`config.mk`:
```
export PLATFORM = sky130hd
export DESIGN_NAME = local_bus_master
export DESIGN_NICKNAME = d
export VERILOG_FILES = /design/src/rtl/local_bus_master.sv
export SDC_FILE = /design/constraint.sdc
export NUM_CORES = 1
export LEC_CHECK = 0
export ABC_AREA = 0
export CAP_MARGIN = 10
export CORE_MARGIN = 4
export CORE_UTILIZATION = 24
export CTS_CLUSTER_SIZE = 12
export DETAILED_ROUTE_END_ITERATION = 12
export PLACE_DENSITY = 0.57
export SETUP_SLACK_MARGIN = 0.02
export SLEW_MARGIN = 20
export SYNTH_ARGS = -nofsm -noshare
export SYNTH_HDL_FRONTEND = slang
export SYNTH_SLANG_ARGS = --single-unit
```
`constraint.sdc`:
```
create_clock -name SYSCLK -period 2.37 [get_ports SYSCLK]
set_input_delay 0.5925 -clock SYSCLK [delete_from_list [all_inputs] [get_ports SYSCLK]]
set_output_delay 0.5925 -clock SYSCLK [all_outputs]
set_load 0.005 [all_outputs]
```
`src/rtl/local_bus_master.sv`:
```
// Single-transaction master for an asynchronous strobe/acknowledge slave bus.
// Sequence: address/data setup, strobe until ack, wait for ack release, done.
module local_bus_master #(
  parameter int SETUP_CYC   = 2,
  parameter int TIMEOUT_CYC = 255
) (
  input  logic        SYSCLK,
  input  logic        RST_N,
  input  logic        REQ,
  input  logic        WR,
  input  logic [4:0]  ADDR,
  input  logic [31:0] WDATA,
  output logic        BUSY,
  output logic        DONE,
  output logic        ERR,
  output logic [31:0] RDATA,
  output logic        FRS,
  output logic        FWS,
  output logic [4:0]  FA,
  input  logic        FDTACK,
  output logic [31:0] DATA_OUT,
  output logic        DATA_OE,
  input  logic [31:0] DATA_IN
);

  typedef enum logic [1:0] {IDLE, SETUP, STROBE, RELEASE} state_t;

  localparam logic [15:0] SETUP_LAST = 16'(SETUP_CYC - 1);
  localparam logic [15:0] TO_LAST    = 16'(TIMEOUT_CYC - 1);

  state_t      state_q, state_d;
  logic [15:0] cnt_q, cnt_d;
  logic [1:0]  sync_q;
  logic        dtack_s;
  logic        wr_q, wr_d;
  logic [4:0]  fa_q, fa_d;
  logic [31:0] dout_q, dout_d;
  logic [31:0] rdata_q, rdata_d;
  logic        oe_q, oe_d;
  logic        frs_q, frs_d;
  logic        fws_q, fws_d;
  logic        done_q, done_d;
  logic        err_q, err_d;
  logic        busy_q, busy_d;

  // Synchronizer resets to the idle (released) ack level.
  always_ff @(posedge SYSCLK or negedge RST_N) begin
    if (!RST_N) sync_q <= 2'b11;
    else        sync_q <= {sync_q[0], FDTACK};
  end
  assign dtack_s = sync_q[1];

  always_comb begin
    state_d = state_q;
    cnt_d   = cnt_q;
    wr_d    = wr_q;
    fa_d    = fa_q;
    dout_d  = dout_q;
    rdata_d = rdata_q;
    oe_d    = oe_q;
    frs_d   = frs_q;
    fws_d   = fws_q;
    done_d  = 1'b0;
    err_d   = 1'b0;
    unique case (state_q)
      IDLE: begin
        // A request coinciding with DONE is dropped, not deferred.
        if (REQ && !done_q) begin
          state_d = SETUP;
          cnt_d   = '0;
          wr_d    = WR;
          fa_d    = ADDR;
          dout_d  = WDATA;
          oe_d    = WR;
        end
      end
      SETUP: begin
        if (cnt_q == SETUP_LAST) begin
          state_d = STROBE;
          cnt_d   = '0;
          frs_d   = !wr_q;
          fws_d   = wr_q;
        end else begin
          cnt_d = cnt_q + 16'd1;
        end
      end
      STROBE: begin
        if (!dtack_s) begin
          state_d = RELEASE;
          cnt_d   = '0;
          frs_d   = 1'b0;
          fws_d   = 1'b0;
          if (!wr_q) rdata_d = DATA_IN;
        end else if (cnt_q == TO_LAST) begin
          state_d = IDLE;
          frs_d   = 1'b0;
          fws_d   = 1'b0;
          oe_d    = 1'b0;
          done_d  = 1'b1;
          err_d   = 1'b1;
        end else begin
          cnt_d = cnt_q + 16'd1;
        end
      end
      RELEASE: begin
        if (dtack_s) begin
          state_d = IDLE;
          oe_d    = 1'b0;
          done_d  = 1'b1;
        end else if (cnt_q == TO_LAST) begin
          state_d = IDLE;
          oe_d    = 1'b0;
          done_d  = 1'b1;
          err_d   = 1'b1;
        end else begin
          cnt_d = cnt_q + 16'd1;
        end
      end
      default: state_d = IDLE;
    endcase
    // BUSY covers the DONE cycle, which is already spent in IDLE.
    busy_d = (state_d != IDLE) || done_d;
  end

  always_ff @(posedge SYSCLK or negedge RST_N) begin
    if (!RST_N) begin
      state_q <= IDLE;
      cnt_q   <= '0;
      wr_q    <= 1'b0;
      fa_q    <= '0;
      dout_q  <= '0;
      rdata_q <= '0;
      oe_q    <= 1'b0;
      frs_q   <= 1'b0;
      fws_q   <= 1'b0;
      done_q  <= 1'b0;
      err_q   <= 1'b0;
      busy_q  <= 1'b0;
    end else begin
      state_q <= state_d;
      cnt_q   <= cnt_d;
      wr_q    <= wr_d;
      fa_q    <= fa_d;
      dout_q  <= dout_d;
      rdata_q <= rdata_d;
      oe_q    <= oe_d;
      frs_q   <= frs_d;
      fws_q   <= fws_d;
      done_q  <= done_d;
      err_q   <= err_d;
      busy_q  <= busy_d;
    end
  end

  assign BUSY     = busy_q;
  assign DONE     = done_q;
  assign ERR      = err_q;
  assign RDATA    = rdata_q;
  assign FRS      = frs_q;
  assign FWS      = fws_q;
  assign FA       = fa_q;
  assign DATA_OUT = dout_q;
  assign DATA_OE  = oe_q;

endmodule
```
==> flow_summary.ini, run 1 <==
[logic_synthesis]
synthMuxAreaShare_pct = 19.9
synth_top_family_by_area = multiplexers
avgSynthCellArea_um2 = 12.9
synth_compound_area_share_pct = 8.36
synth.most_common_cell = dfrtp_1
synth_top_area_share_pct = 56.3
synthFlopType = dfrtp_1
synth-async-reset-ratio_pct = 100
ys_seq_elements = 96
synth_area_um2 = 4180
synth_edf_count = 0
synth-xor-area-share_pct = 0
synth_simple_gate_area_share_pct = 9.47
yosys-top-cells-area = dfrtp_1, mux2_2, ha_1
synth_common_cells = dfrtp_1, mux2_2, a21oi_1, o21ai_0, inv_1
seq_area_frac_synth_pct = 57.6
syn_nets = 406
yosysWarningCount = 0
synthDistinctLibCells = 45
synthAdderAreaFrac_pct = 2.10
synth_cells = 325
yosysTopAreaCell = dfrtp_1

[global_route]
antenna_found_initial = 0
overflow = 0
grt_use_total_pct = 11.4
grt_pass1_vias = 3416
grt_max_degree = 46
grt_pass1_wl_um = 18100

[worst_setup_path]
slowest_stage = dfrtp_1
path_max_fanout = 8
cp-end-kind = flop
cp_cell_sequence = ha_1 -> nor4b_1 -> and4_2 -> nor2_2 -> a211o_1 -> or3_1
worstPathArrival_ns = 2.42
path_class = flop to flop
crit_required_ns = 2.59
startpoint_type = flop
slowest_delay_ns = 0.47
regToRegSetupSlack_ns = 0.17

[clock_tree]
postCtsSetupBuffers = 0
worst_skew_pair.late_latency_ns = 0.34
hold_buffers = 0
cts_htree_levels = 3
clk_path_buf_depth = 2
cts-root-buf = clkbuf_16
cts_made_buffers = 9
cts_tree = done
cts_sinks = 96
clkTransAtPathRegs_ns = 0.07

[route]
drtAntennaViolNets = 0
routed_wl_um = 10700
drc = 0
wire_per_inst_um = 15.2
drt_pass1_iterations = 4
vias_per_cell = 4.44
drt_iter0_markers = 215
vias = 3146

[final_layout]
num_antenna_cells = 0
instances_no_fill = 708
fill_cells = 1613
area_growth_syn_to_layout_pct = 50.7
regArea_um2 = 2400
final_core_util_pct = 37.4
layout-drive-gt1-share_pct = 22.5
final_area_um2 = 6290
nNetsFinal = 564
multiInputGateArea_um2 = 1680

[place]
place_inst = 692
post-dp-hpwl_um = 8060
gp_congestion = 0.917
portBuffers = 148
placed_cell_area_um2 = 6010

[timing]
tightest_slew_ns = 0.622
skew_ns = 0.00899
slew_headroom_pct = 58.2
fmaxAchievable_mhz = 455
fin_crit_sh_pct = 92.8
hold_viol_final = 0
setup_viol = 0
final.min_clock_period_ns = 2.20
rsz0062_at_grt = no
setup-tns-final_ns = 0
slew_violations = 0

[power]
power.total_mw = 7.32
p_leak_nw = 2.54
p_per_area_nw_per_um2 = 1160
ir_drop_mv = 0.396

[floorplanning]
start_util_pct = 24.8
num_rows = 47
die_h_um = 140
boundaryPins = 149
die_w_um = 140
die_area_um2 = 19600
core_region_area_um2 = 16800

[run]
max_cap_viol_count = 0

[outcome]
outcome = finished clean

[worst_hold_path]
hp-class = primary input to async pin
## where the power goes
group          leakage, nW  switching (mW)  internal (mW)
Sequential            1.16           0.363           2.33
Combinational         1.24            1.19           2.08
Clock                0.133           0.623          0.743
Total                 2.54            2.17           5.15
## cell usage in the layout (no fill, tap or decap), types with 3 or more instances in the layout
| cell type | n |
|---|---|
| nand3_1 | 12 |
| clkdlybuf4s50_1 | 147 |
| nand2_1 | 11 |
| a21oi_1 | 13 |
| ha_1 | 7 |
| nor2b_1 | 3 |
| inv_1 | 13 |
| buf_4 | 10 |
| nor2_1 | 11 |
| nand4_1 | 3 |
| buf_12 | 3 |
| o21ai_0 | 13 |
| a31oi_1 | 6 |
| a211oi_1 | 3 |
| clkbuf_16 | 9 |
| dfrtp_1 | 94 |
| nor3_1 | 6 |
| mux2_2 | 72 |
## through the flow
step	setup slack, ns	hold WS (ns)
final	0.171	0.101
after global routing	0.0823	0.0971
after CTS	0.106	0.0854
after detailed placement	0.167	0.356
after global placement	0.211	0.346
after floorplan	0.273	0.297
## metal layers
metal  vias up  track usage (%)  routed length [um]
met2       133             18.5                5190
met4         0             5.46                 250
met1      1503             14.3                4540
met3        16             2.52                 747
li1       1494                -                   -
met5         -                0                   0
## cell type report
| type | count | share of cell area, % |
|---|---|---|
| flip-flops and latches | 96 | 38.2 |
| clock inverters | 4 | 0.477 |
| inverters | 13 | 0.775 |
| well taps | 220 | 4.37 |
| clock buffers | 12 | 3.92 |
| multi-input cells | 203 | 26.7 |
| repair buffers | 160 | 25.5 |
## critical path, delay by kind of cell (launching register included)
kind,cells,cell delay (ns)
flops,1,0.47
compound gates,1,0.30
fa+ha+maj,1,0.20
simple gates,4,1.12
## cells by family (layout without fill, tap and decap cells)
group,count (synthesis),count (layout)
compound gates,55,55
fa+ha+maj,7,7
buf+inv,26,189
flops,96,96
mux,74,74
simple gates,67,67
## repair_timing
action,in CTS,in global routing
endpoints found under the setup margin,0,5
resized for setup,0,4
hold endpoints to repair,0,0
## final timing paths
check | from | endpoint | cells after the start
worst max-delay path | cnt_q[0]$_DFFE_PN0P_ | BUSY$_DFF_PN0_ | 6
worst min-delay path | RST_N | RDATA[15]$_DFFE_PN0P_ | 1
worst max register to register | cnt_q[0]$_DFFE_PN0P_ | BUSY$_DFF_PN0_ | 6
worst min register to register | sync_q[0]$_DFF_PN1_ | sync_q[1]$_DFF_PN1_ | 0
max in group asynchronous | RST_N | sync_q[0]$_DFF_PN1_ | 2
min in group SYSCLK | sync_q[0]$_DFF_PN1_ | sync_q[1]$_DFF_PN1_ | 0
## registers in the layout, summed over array words and instances, names as in the netlist
name / count
DATA_OUT: 32
RDATA: 32
cnt_q: 16
FA: 5
state_q: 2
sync_q: 2
BUSY: 1
DATA_OE: 1
DONE: 1
ERR: 1
FRS: 1
FWS: 1
wr_q: 1
(Power assumes the default switching activity.)
==> run 2, diff against run 1 <==
--- a/config.mk
+++ b/config.mk
@@ -9,6 +9,7 @@
 export CAP_MARGIN = 10
 export CORE_MARGIN = 4
 export CORE_UTILIZATION = 24
+export CTS_CLUSTER_DIAMETER = 80
 export CTS_CLUSTER_SIZE = 12
 export DETAILED_ROUTE_END_ITERATION = 12
 export PLACE_DENSITY = 0.57
==> results of run 2 <==
The final DEF is identical to that of run 1; final timing and power are the same.
==> run 3, diff against run 2 <==
--- a/config.mk
+++ b/config.mk
@@ -9,6 +9,7 @@
 export CAP_MARGIN = 10
 export CORE_MARGIN = 4
 export CORE_UTILIZATION = 24
+export CTS_BUF_LIST = sky130_fd_sc_hd__clkbuf_8 sky130_fd_sc_hd__clkbuf_16
 export CTS_CLUSTER_DIAMETER = 80
 export CTS_CLUSTER_SIZE = 12
 export DETAILED_ROUTE_END_ITERATION = 12
==> constraint.sdc (replaced) <==
create_clock -name SYSCLK -period 2.37 [get_ports SYSCLK]
set_input_delay 0.5925 -clock SYSCLK [delete_from_list [all_inputs] [get_ports SYSCLK]]
set_output_delay 0.5925 -clock SYSCLK [all_outputs]
set_load 0.1 [all_outputs]
==> run 3 against run 2 <==
Effect of this change:
- maximum frequency rose by 3.9%
- cell area fell by 2.4%
- die area did not move
- via count rose by 0.48%
- global-route usage fell by 0.48 points
- non-clock buffer count rose by 1
- largest cell class unchanged
- core utilization fell by 0.90 points
- flip-flop and latch count did not move
- sequential share of layout area rose by 0.94 points
- register-to-register slack improved by 0.08 ns
- final cell count rose by 0.14%
- critical path depth did not move
==> flow_summary.ini, run 3 (synthesis gave the netlist of run 1 again) <==
[outcome]
outcome = finished clean

[floorplanning]
die_w_um = 140
num_rows = 47
boundaryPins = 149
core_region_area_um2 = 16800
die_area_um2 = 19600
die_h_um = 140
start_util_pct = 24.8

[place]
gp_congestion = 0.900
portBuffers = 148
post-dp-hpwl_um = 8050

[final_layout]
fill_cells = 1654
final_cell_mix = dfrtp_1, buf_4, mux2_2, clkdlybuf4s50_1, inv_1
area_growth_syn_to_layout_pct = 47.1
nNetsFinal = 565
regArea_um2 = 2400
layout-drive-gt1-share_pct = 38.0
num_antenna_cells = 0
final_common_cell = dfrtp_1
multiInputGateArea_um2 = 1680

[timing]
fmaxAchievable_mhz = 473
hold_viol_final = 0
tightest_slew_ns = 0.639
skew_ns = 0.00872
setup_viol = 0
rsz0062_at_grt = no
slew_headroom_pct = 57.1
slew_violations = 0
final.min_clock_period_ns = 2.12
fin_crit_sh_pct = 89.3
setup-tns-final_ns = 0

[run]
max_cap_viol_count = 0

[route]
drt_iter0_markers = 170
drc = 0
drtAntennaViolNets = 0
vias_per_cell = 4.46
vias = 3161
routed_wl_um = 10600
drt_pass1_iterations = 5
wire_per_inst_um = 14.9

[clock_tree]
cts-root-buf = clkbuf_16
worst_skew_pair.late_latency_ns = 0.34
postCtsSetupBuffers = 0
clk_path_buf_depth = 2
hold_buffers = 0
clkTransAtPathRegs_ns = 0.07
cts_sinks = 96
cts_htree_levels = 3
cts_tree = done
cts_made_buffers = 9

[global_route]
grt_max_degree = 43
antenna_found_initial = 0
grt_pass1_vias = 3244
overflow = 0
grt_pass1_wl_um = 17300
grt_use_total_pct = 10.9

[worst_setup_path]
startpoint_type = flop
worstPathArrival_ns = 2.33
crit_required_ns = 2.59
path_class = flop to flop
cp-end-kind = flop
critPathBufInv = 0
slowest_stage = dfrtp_1
cp_cell_sequence = ha_1 -> nor4b_1 -> and4_1 -> nor2_2 -> a211o_1 -> or3_1
crit_family = simple AND/OR/NAND/NOR gates
path_max_fanout = 8
slowest_delay_ns = 0.46

[worst_hold_path]
hp-class = primary input to async pin
## run 3: metal layers
layer  vias to the layer above  share of wire, %  GRT usage (%)
met2                       121                48           17.2
met1                      1525                44           14.4
met3                        13               6.4           2.52
met4                         0               1.7           4.54
li1                       1502                 -              -
met5                         -                 0              0
## run 3: path summary, 6_finish.rpt
| check | from | to | slack [ns] | depth (start not counted) |
|---|---|---|---|---|
| max | cnt_q[0]$_DFFE_PN0P_ | BUSY$_DFF_PN0_ | 0.25 | 6 |
| min | RST_N | RDATA[10]$_DFFE_PN0P_ | 0.19 | 1 |
| max reg2reg | cnt_q[0]$_DFFE_PN0P_ | BUSY$_DFF_PN0_ | 0.25 | 6 |
| min reg2reg | sync_q[0]$_DFF_PN1_ | sync_q[1]$_DFF_PN1_ | 0.36 | 0 |
| max in group asynchronous | RST_N | sync_q[0]$_DFF_PN1_ | 1.56 | 2 |
| min in group SYSCLK | sync_q[0]$_DFF_PN1_ | sync_q[1]$_DFF_PN1_ | 0.36 | 0 |
## run 3: per-stage QoR
step	instance area [um^2]	setup WS, ns	utilization, %	std cells	hold slack (ns)
final	6140	0.254	36.5	709	0.193
after global routing	6140	0.0514	36.5	709	0.210
after CTS	6130	0.169	36.5	709	0.194
after detailed placement	5830	0.158	34.6	693	0.347
after global placement	5830	0.210	34.6	693	0.346
after floorplan	4180	0.0342	-	325	0.297
## run 3: area by class of cell
class | instances | share of cell area, %
clock buffer | 10 | 3.89
clock inverter | 6 | 1.10
inverter | 13 | 0.794
multi-input combinational | 203 | 27.4
sequential | 96 | 39.2
tap | 220 | 4.48
timing repair buffer | 161 | 23.2
## run 3: worst reg2reg max path, stage by stage, from the launching register on
cell	delay [ns]
dfrtp_1	0.46
ha_1	0.19
nor4b_1	0.21
and4_1	0.37
nor2_2	0.08
a211o_1	0.31
or3_1	0.38
## run 3: timing repair
item | in CTS | in global routing
gates resized for setup | 0 | 3
endpoints found under the setup margin | 0 | 7
hold endpoints to repair | 0 | 0
Power of run 3 is left out: the tool's default activity adds up to more than one toggle a clock period on the data nets, which glitch-free logic cannot reach.
